===== config.mk =====
export PLATFORM = sky130hd
export DESIGN_NAME = wr_burst_src
export DESIGN_NICKNAME = d
export VERILOG_FILES = /design/src/rtl/wr_burst_src.sv
export SDC_FILE = /design/constraint.sdc
export NUM_CORES = 1
export LEC_CHECK = 0
export ABC_AREA = 0
export BUFFER_PORTS_ARGS = -buffer_cell sky130_fd_sc_hd__buf_2
export CORE_AREA = 4 4 67 69
export DETAILED_ROUTE_END_ITERATION = 8
export DIE_AREA = 0 0 71 73
export PLACE_DENSITY = 0.78
export SLEW_MARGIN = 15
export SYNTH_ARGS = -nofsm -noshare
export SYNTH_HDL_FRONTEND = slang
export SYNTH_SLANG_ARGS = --single-unit

===== constraint.sdc =====
create_clock -name wclk -period 3.1 [get_ports wclk]
set_input_delay 0.465 -clock wclk [delete_from_list [all_inputs] [get_ports wclk]]
set_output_delay 0.465 -clock wclk [all_outputs]
set_load 0.02 [all_outputs]

===== src/rtl/wr_burst_src.sv =====
`default_nettype none
// ============================================================================
// Module  : wr_burst_src
// Brief   : Write-side burst source for an async FIFO with read-pointer sync.
// Rev     : 1.0
// ============================================================================
module wr_burst_src #(
  parameter int DW = 8,
  parameter int AW = 3
) (
  input  logic          wclk,
  input  logic          wrst_n,
  input  logic          start,
  input  logic [AW:0]   burst_len,
  input  logic [DW-1:0] seed,
  input  logic          wfull,
  input  logic [AW:0]   rptr_gray,
  output logic          winc,
  output logic [DW-1:0] wdata,
  output logic [AW:0]   wq2_rptr,
  output logic [AW:0]   wlevel,
  output logic          busy,
  output logic          done,
  output logic [7:0]    stall_cnt
);

  typedef enum logic [1:0] {
    IDLE   = 2'd0,
    RUN    = 2'd1,
    FINISH = 2'd2
  } state_t;

  localparam logic [7:0]    c_STALL_MAX = 8'hFF;
  localparam logic [7:0]    c_STALL_ONE = 8'd1;
  localparam logic [DW-1:0] c_DATA_ONE  = DW'(1);
  localparam logic [AW:0]   c_CNT_ONE   = (AW+1)'(1);
  localparam logic [AW+1:0] c_REM_ONE   = (AW+2)'(1);
  localparam logic [AW+1:0] c_REM_MAX   = (AW+2)'(1) << (AW+1);

  state_t        r_state;
  logic          r_winc;
  logic          r_busy;
  logic          r_done;
  logic [DW-1:0] r_wdata;
  logic [AW+1:0] r_remaining;
  logic [AW:0]   r_wcnt;
  logic [7:0]    r_stall;
  logic [AW:0]   r_sync1;
  logic [AW:0]   r_sync2;
  logic [AW:0]   w_rbin;
  logic [AW+1:0] w_len_load;

  // A zero length encodes the largest burst, one more than burst_len can hold.
  assign w_len_load = (burst_len == '0) ? c_REM_MAX : {1'b0, burst_len};

  always_ff @(posedge wclk) begin
    if (!wrst_n) begin
      r_state     <= IDLE;
      r_winc      <= 1'b0;
      r_busy      <= 1'b0;
      r_done      <= 1'b0;
      r_wdata     <= '0;
      r_remaining <= '0;
      r_wcnt      <= '0;
      r_stall     <= '0;
    end else begin
      case (r_state)
        IDLE: begin
          if (start) begin
            r_state     <= RUN;
            r_winc      <= 1'b1;
            r_busy      <= 1'b1;
            r_remaining <= w_len_load;
            r_wdata     <= seed;
            r_stall     <= '0;
          end
        end
        RUN: begin
          if (wfull) begin
            if (r_stall != c_STALL_MAX) begin
              r_stall <= r_stall + c_STALL_ONE;
            end
          end else begin
            r_wdata     <= r_wdata + c_DATA_ONE;
            r_remaining <= r_remaining - c_REM_ONE;
            r_wcnt      <= r_wcnt + c_CNT_ONE;
            if (r_remaining == c_REM_ONE) begin
              r_state <= FINISH;
              r_winc  <= 1'b0;
              r_done  <= 1'b1;
            end
          end
        end
        FINISH: begin
          r_state <= IDLE;
          r_done  <= 1'b0;
          r_busy  <= 1'b0;
        end
        default: begin
          r_state <= IDLE;
          r_winc  <= 1'b0;
          r_done  <= 1'b0;
          r_busy  <= 1'b0;
        end
      endcase
    end
  end

  always_ff @(posedge wclk) begin
    if (!wrst_n) begin
      r_sync1 <= '0;
      r_sync2 <= '0;
    end else begin
      r_sync1 <= rptr_gray;
      r_sync2 <= r_sync1;
    end
  end

  for (genvar i = 0; i <= AW; i++) begin : g_gray2bin
    assign w_rbin[i] = ^r_sync2[AW:i];
  end

  assign winc      = r_winc;
  assign wdata     = r_wdata;
  assign busy      = r_busy;
  assign done      = r_done;
  assign stall_cnt = r_stall;
  assign wq2_rptr  = r_sync2;
  assign wlevel    = r_wcnt - w_rbin;

endmodule
`default_nettype wire

# Word level (Yosys, flattened, before mapping)
# Index checks and enable logic that the tools add are counted.
# word_totals
ff_bits,38
inputBits,20
output_inout_bits,27
word_cells,64
# classes
addsub,5
eq_ne,9
n_mux,23
bitwise_logic,4
reduce_logical,13
# ops
cell,n
two-way mux 8 bit,5
case mux 8 bit (2 select lines),2
adder 8 x 1 -> 8 bit (second input constant),2
two-way mux 5 bit,3
inequality test 2 bit (second input constant),5
case mux 5 bit (2 select lines),1
AND reduction 3 bit,3
inequality test 8 bit (second input constant),1
AND reduction 4 bit,2
two-way mux 2 bit,3
equality test 5 x 1 -> 1 bit (second input constant),1
two-way mux 1 bit,5
subtractor 5 x 1 -> 5 bit (second input constant),1
adder 4 x 1 -> 4 bit (second input constant),1
zero test 4 bit,1
inverter 1 bit,4
case mux 1 bit (2 select lines),2
case mux 2 bit (2 select lines),1
AND reduction 2 bit,2
parity 4 bit,1
subtractor 4 bit,1
case mux 1 bit (3 select lines),1
parity 3 bit,1
equality test 2 x 1 -> 1 bit (second input constant),1
other kinds (4),4

# Logic depth before layout (Yosys ltp)
# Gate-level depths: netlist of the first run.
# logic_depth
word_depth,4
depth_mapped,8
ltp_nobuf,8

# Least setup slack after synthesis of the first run
# No wires, ideal clock.
# synth_timing
kind,flip-flop to output port
start,"register r_sync2[3], in the netlist wq2_rptr[3]"
end,output port wlevel[2]
arrival_time_ns,1.989
required_ns,2.635
setup_slack_ns,0.646
stages_incl_launch_ff,7
n_path_buf,0
cell_sequence,dfxtp_1 xnor2_1 xor2_1 xnor2_1 ha_1 fa_1 xnor2_1
# synth_via
elab_chain_cells,2
elab_cells_between_ends,4
classes_between,1 x add/sub; 3 x reduce/logical
# synth_lines
element,line_no,rtl
start: declaration,49,logic [AW:0] r_sync2;
start signal: assignment,115,r_sync2 <= r_sync1;
parity 4 bit (tied with other cells),120,assign w_rbin[i] = ^r_sync2[AW:i];
subtractor 4 bit *,129,assign wlevel = r_wcnt - w_rbin;
end: declaration,21,"output logic [AW:0] wlevel,"
# Every way passes the cells marked *; elsewhere a longest branch is shown, timed or not.

# Final worst setup path of the first run
# Same ends and word-level chain as after synthesis.

==> results of run 1 <==
-- flip-flops by register name, indices dropped and copies added (netlist names) --
signal,cells
busy,1
done,1
r_remaining,5
r_state,2
r_sync1,4
r_wcnt,4
stall_cnt,8
wdata,8
winc,1
wq2_rptr,4
-- area by class of cell --
class	instances	area, um^2
Multi-Input combinational cell	172	1120
Inverter	10	37.5
Timing Repair Buffer	48	245
Sequential cell	38	761
Clock inverter	1	5.00
Fill cell	378	1590
Clock buffer	7	86.3
Tap cell	50	62.6
-- path summary, 6_finish.rpt --
path                                 from  cells after the start                         to  slack (ps)
setup / recovery   wq2_rptr[3]$_SDFF_PN0_                      7                  wlevel[2]         450
hold / removal               rptr_gray[0]                      2      r_sync1[0]$_SDFF_PN0_         380
setup reg to reg  r_state[1]$_SDFFE_PN0P_                      4  stall_cnt[5]$_SDFFE_PN0P_         980
hold reg to reg     r_sync1[3]$_SDFF_PN0_                      1     wq2_rptr[3]$_SDFF_PN0_         440
-- power by group through the flow --
stage,clock [mW],combinational [mW],sequential [mW]
4_1_cts,0.360,0.233,0.542
6_report,0.352,0.229,0.542
3_5_place_dp,0,0.232,0.553
3_3_place_gp,0,0.226,0.552
2_1_floorplan,0,0.150,0.565
5_1_grt,0.380,0.256,0.547
-- stage by stage --
| stage | std cells | power, mW | worst slack (ps) | hold WS [ps] | area, um^2 |
|---|---|---|---|---|---|
| detailed placement | 318 | 0.785 | 735 | 422 | 2230 |
| finish | 326 | 1.12 | 453 | 378 | 2320 |
| CTS | 326 | 1.13 | 412 | 374 | 2320 |
| global placement | 318 | 0.778 | 814 | 414 | 2230 |
| floorplan | 232 | 0.716 | 646 | 412 | 1980 |
| global route | 326 | 1.18 | 255 | 384 | 2320 |
-- layer usage --
layer,GRT usage (%),vias to the layer above,wire length [um]
li1,-,907,-
met5,0,-,0
met1,20.6,837,1890
met2,29.0,57,2050
met3,3.99,8,239
met4,8.35,0,67
-- cell usage in the layout, fill, tap and decap left out, types with 4 or more instances in the layout --
| master | instances |
|---|---|
| buf_2 | 46 |
| and3_1 | 6 |
| a21oi_1 | 13 |
| o21ai_0 | 14 |
| a21boi_0 | 6 |
| nand3_1 | 8 |
| inv_1 | 10 |
| nand2_1 | 22 |
| dfxtp_1 | 38 |
| nor2_1 | 15 |
| and2_1 | 12 |
| xnor2_1 | 9 |
| clkbuf_8 | 6 |
| o211ai_1 | 4 |
| nor2b_1 | 5 |
| xor2_1 | 4 |
| ha_1 | 8 |
-- critical path, cell delays in order (launching register included) --
cell     delay (ps)
dfxtp_1         340
xnor2_1         250
xor2_1          280
xnor2_1         100
ha_1            210
fa_1            390
xnor2_1         150
buf_2           180
-- cells by family after synthesis --
group	share of synthesized area (%)
flip-flops	38.5
AO/OA/AOI/OAI	20.1
XOR/XNOR	5.76
AND/OR/NAND/NOR	23.2
adder cells (fa/ha/maj)	6.07
buffers and inverters	4.81
multiplexers	1.64
==> metrics, run 1 <==
outcome=complete, no violations; I/O pins=47; Overflow after GRT=0; Area growth syn-to-layout=17.3%; Cells after Synth=232; Hold Violations, Final=0; sequential share of power=48.2%; number of global-route vias before repair=1750; area share of the largest cell type after synthesis=38.5%; synth warn=0; Post-synth EDFFs=0; Starting Density=50.5%; Hold/Removal Path Class=input port to register; first-pass GRT wire length=7.27 mm; fmax=approximately 0.38 GHz; CTS tree=yes; Clock Tree Buf Depth=2; Hold-fix buffers, CTS=0; Layout Utilization=around three fifths; Seq/Total Area, Yosys=between 30% and 40%; TritonCTS Sinks=38; DRC=0; PD cells=484 mW/mm^2; row count=23; Clock Root Buffer=clkbuf_8; Setup TNS Final=0 ps; Post-Syn Area per Cell=about 8.5 um^2; fin. max-slew vios=0; post-DP HPWL=3.07 mm; post-cts repair resize count=0; #FFs+latches synth=38; antenna-violating nets left=0; leakage=1.04 nW; netlist area before placement=0.00198 mm^2; RD Place Congestion=between 0.8 and 0.9; largest net degree at the start of global routing=36; Net Sw Frac=29.7%; DRT iter0 DRCs=around 110; die area=0.00518 mm^2; Critical Path RT=between 2000 and 3000 ps; Clock Power Share=31.4%; layout cell share with drive strength beyond 1=21.4%; Slew headroom=between 50% and 60%; Setup Fix Bufs, Post-CTS=0; Port Buf Inserts=46; Netlist cell types=47; Total GRT Usage=between 10% and 20%; die outline width=between 70 and 80 um; data arrival time of the worst path=between 2000 and 2500 ps; DR vias=1809; synth top area cells=dfxtp_1 (38%), ha_1 (5.1%), nand2_1 (4.2%); MaxCap Viol Count=0; combinational fraction of design power=between 20% and 30%; DRT Wirelength=4.24 mm; Worst Setup End Kind=output port; CP Class=register to output port; number of diodes=0; fin nets=a little over 300; core area=between 0.003 and 0.004 mm^2; clk_lat worst skew=290 ps; post-layout min period=2650 ps; Setup Skew=10.3 ps; highest fanout seen on the critical path=3; P_int=0.790 mW; Synthesized Nets=between 200 and 300; ys async rst share=0%; Pre-Repair DR Iteration Count=4; Avg Vias per Cell=5.55; most frequent cells after synthesis=dfxtp_1 (38), nand2_1 (22), nor2_1 (15), o21ai_0 (14), a21oi_1 (13); CTS Buf Count=5; most common cell in the netlist=dfxtp_1; P_sw=0.334 mW; Main synth FF type=dfxtp_1; peak supply drop=0.000250 V; Worst setup SP type=register; ratio of final minimum period to clock period=85.4%; RSZ-0062 raised after global routing=false; DIE HEIGHT=73 um; Worst-Margin Slew=between 700 and 800 ps; clock-pin slew on the worst setup and hold paths=roughly 70 ps; final setup fails=0; initial antenna violation count=0; depth of the CTS H-tree=2; WL/cell=approximately 13 um; largest area contributor in the netlist=dfxtp_1
No activity file was read; power rests on OpenSTA's default activity.
==> run 2, diff against run 1 <==
--- a/config.mk
+++ b/config.mk
@@ -10,7 +10,7 @@
 export CORE_AREA = 4 4 67 69
 export DETAILED_ROUTE_END_ITERATION = 8
 export DIE_AREA = 0 0 71 73
-export PLACE_DENSITY = 0.78
+export PLACE_DENSITY = 0.76
 export SLEW_MARGIN = 15
 export SYNTH_ARGS = -nofsm -noshare
 export SYNTH_HDL_FRONTEND = slang
==> metrics, run 2 (synthesized netlist as in run 1, its figures left out) <==
Worst-Margin Slew=729 ps (+20.6 ps); Hold Violations, Final=0 (unchanged); clk_lat worst skew=300 ps (about the same); CP max stage cell=fa_1; peak supply drop=0.000271 V (+8.4%); CTS Buf Count=5 (unchanged); Area growth syn-to-layout=17.5%; post-DP HPWL=2.93 mm (-4.3%); Total GRT Usage=17.0% (-0.21 points); slowest cell delay on critical path=380 ps (about the same); PD cells=487 mW/mm^2 (+0.51%); die outline width=71 um (unchanged); layout cell share with drive strength beyond 1=21.7% (+0.36 points); Starting Density=50.5% (unchanged); DRT iter0 DRCs=93 (-18%); largest net degree at the start of global routing=36 (unchanged); area of the multi-input gates=0.00112 mm^2 (unchanged); fin. max-slew vios=0 (unchanged); Overflow after GRT=0 (unchanged); Slew headroom=51.4% (-1.4 points); die area=0.00518 mm^2 (unchanged); row count=23 (unchanged); RSZ-0062 raised after global routing=false; highest fanout seen on the critical path=3 (unchanged); post-cts repair resize count=0 (unchanged); Crit path buffers/inverters=1 (unchanged); Worst Setup End Kind=output port; CP top delay family=XOR/XNOR gates; ratio of final minimum period to clock period=85.5% (about the same); Pre-Repair DR Iteration Count=4 (unchanged); Clock Root Buffer=clkbuf_8; Reg area=761 um^2 (unchanged); DRC=0 (unchanged); worst hold slack=376 ps (-1.72 ps); DIE HEIGHT=73 um (unchanged); Setup Fix Bufs, Post-CTS=0 (unchanged); Worst setup SP type=register; post-layout min period=2650 ps (+2.52 ps); DRT Wirelength=4.20 mm (-0.97%); data arrival time of the worst path=2180 ps (about the same); Hold-fix buffers, CTS=0 (unchanged); initial antenna violation count=0 (unchanged); TritonCTS Sinks=38 (unchanged); Hold/Removal Path Class=input port to register; fin nets=304 (unchanged); WL/cell=12.9 um (-0.97%); CP Class=register to output port; fmax=0.377 GHz (about the same); CTS tree=yes; RD Place Congestion=0.841 (-1.5%); I/O pins=47 (unchanged); Clock Tree Buf Depth=2 (unchanged); clock-pin slew on the worst setup and hold paths=70 ps (about the same); Setup Skew=12.4 ps (+2.12 ps); antenna-violating nets left=0 (unchanged); MaxCap Viol Count=0 (unchanged); CP cell instances=xnor2_1, xor2_1, xnor2_1, ha_1, fa_1, xnor2_1, buf_2; leakage=1.04 nW (about the same); most frequent cells in the layout=buf_2 (46), dfxtp_1 (38), nand2_1 (22), nor2_1 (15), o21ai_0 (14); Port Buf Inserts=46 (unchanged); DR vias=1761 (-2.7%); Critical Path RT=2630 ps (about the same); core area=0.00391 mm^2 (unchanged); Top cell by count, worst path=xnor2_1; Filler cells=382 (+1.1%); Setup TNS Final=0 ps (unchanged); outcome=complete, no violations; depth of the CTS H-tree=2 (unchanged); number of global-route vias before repair=1642 (-6.2%); commonest non-fill, non-tap cell in the layout=buf_2; number of diodes=0 (unchanged); Avg Vias per Cell=5.40 (-2.7%); first-pass GRT wire length=7.11 mm (-2.2%); final setup fails=0 (unchanged)
run 2: changes by cell type in the layout (fill, tap and decap cells not counted):
cell        previous run  this run
clkinvlp_4             0         1
clkbuf_1               1         0
run 2: final timing paths:
| path | startpoint | slack [ps] | cells after the start | endpoint |
|---|---|---|---|---|
| hold / removal | rptr_gray[1] | 380 | 2 | r_sync1[1]$_SDFF_PN0_ |
| hold reg to reg | r_sync1[1]$_SDFF_PN0_ | 440 | 1 | wq2_rptr[1]$_SDFF_PN0_ |
| setup reg to reg | r_state[1]$_SDFFE_PN0P_ | 980 | 4 | stall_cnt[5]$_SDFFE_PN0P_ |
| setup / recovery | wq2_rptr[3]$_SDFF_PN0_ | 450 | 7 | wlevel[2] |
run 2: area by class of cell:
cell class / instances / area share, %
clock buffer: 6 / 3.55
multi-input combinational: 172 / 48.3
timing repair buffer: 48 / 10.6
clock inverter: 2 / 0.539
tap: 50 / 2.69
sequential: 38 / 32.7
inverter: 10 / 1.62
run 2: where the power goes:
group | leakage (nW) | total, mW | internal [mW] | switching [mW]
clock | 0.0472 | 0.359 | 0.179 | 0.181
sequential | 0.311 | 0.541 | 0.515 | 0.0265
combinational | 0.678 | 0.231 | 0.0954 | 0.135
run 2: metal layers:
layer	share of wire [%]	global-route usage (%)	up-vias
met1	47	20.7	811
met3	4.9	4.96	5
met4	1.5	6.47	0
met2	47	28.4	35
li1	-	-	910
met5	0	0	-
run 2: through the flow:
step / cell area, um^2 / utilization, % / setup slack (ps) / power [mW] / std cells
6_report: 2320 / 59.4 / 450 / 1.13 / 326
3_3_place_gp: 2230 / 56.9 / 816 / 0.778 / 318
5_1_grt: 2320 / 59.4 / 265 / 1.20 / 326
3_5_place_dp: 2230 / 56.9 / 744 / 0.783 / 318
4_1_cts: 2320 / 59.4 / 421 / 1.14 / 326
2_1_floorplan: 1980 / - / 646 / 0.716 / 232
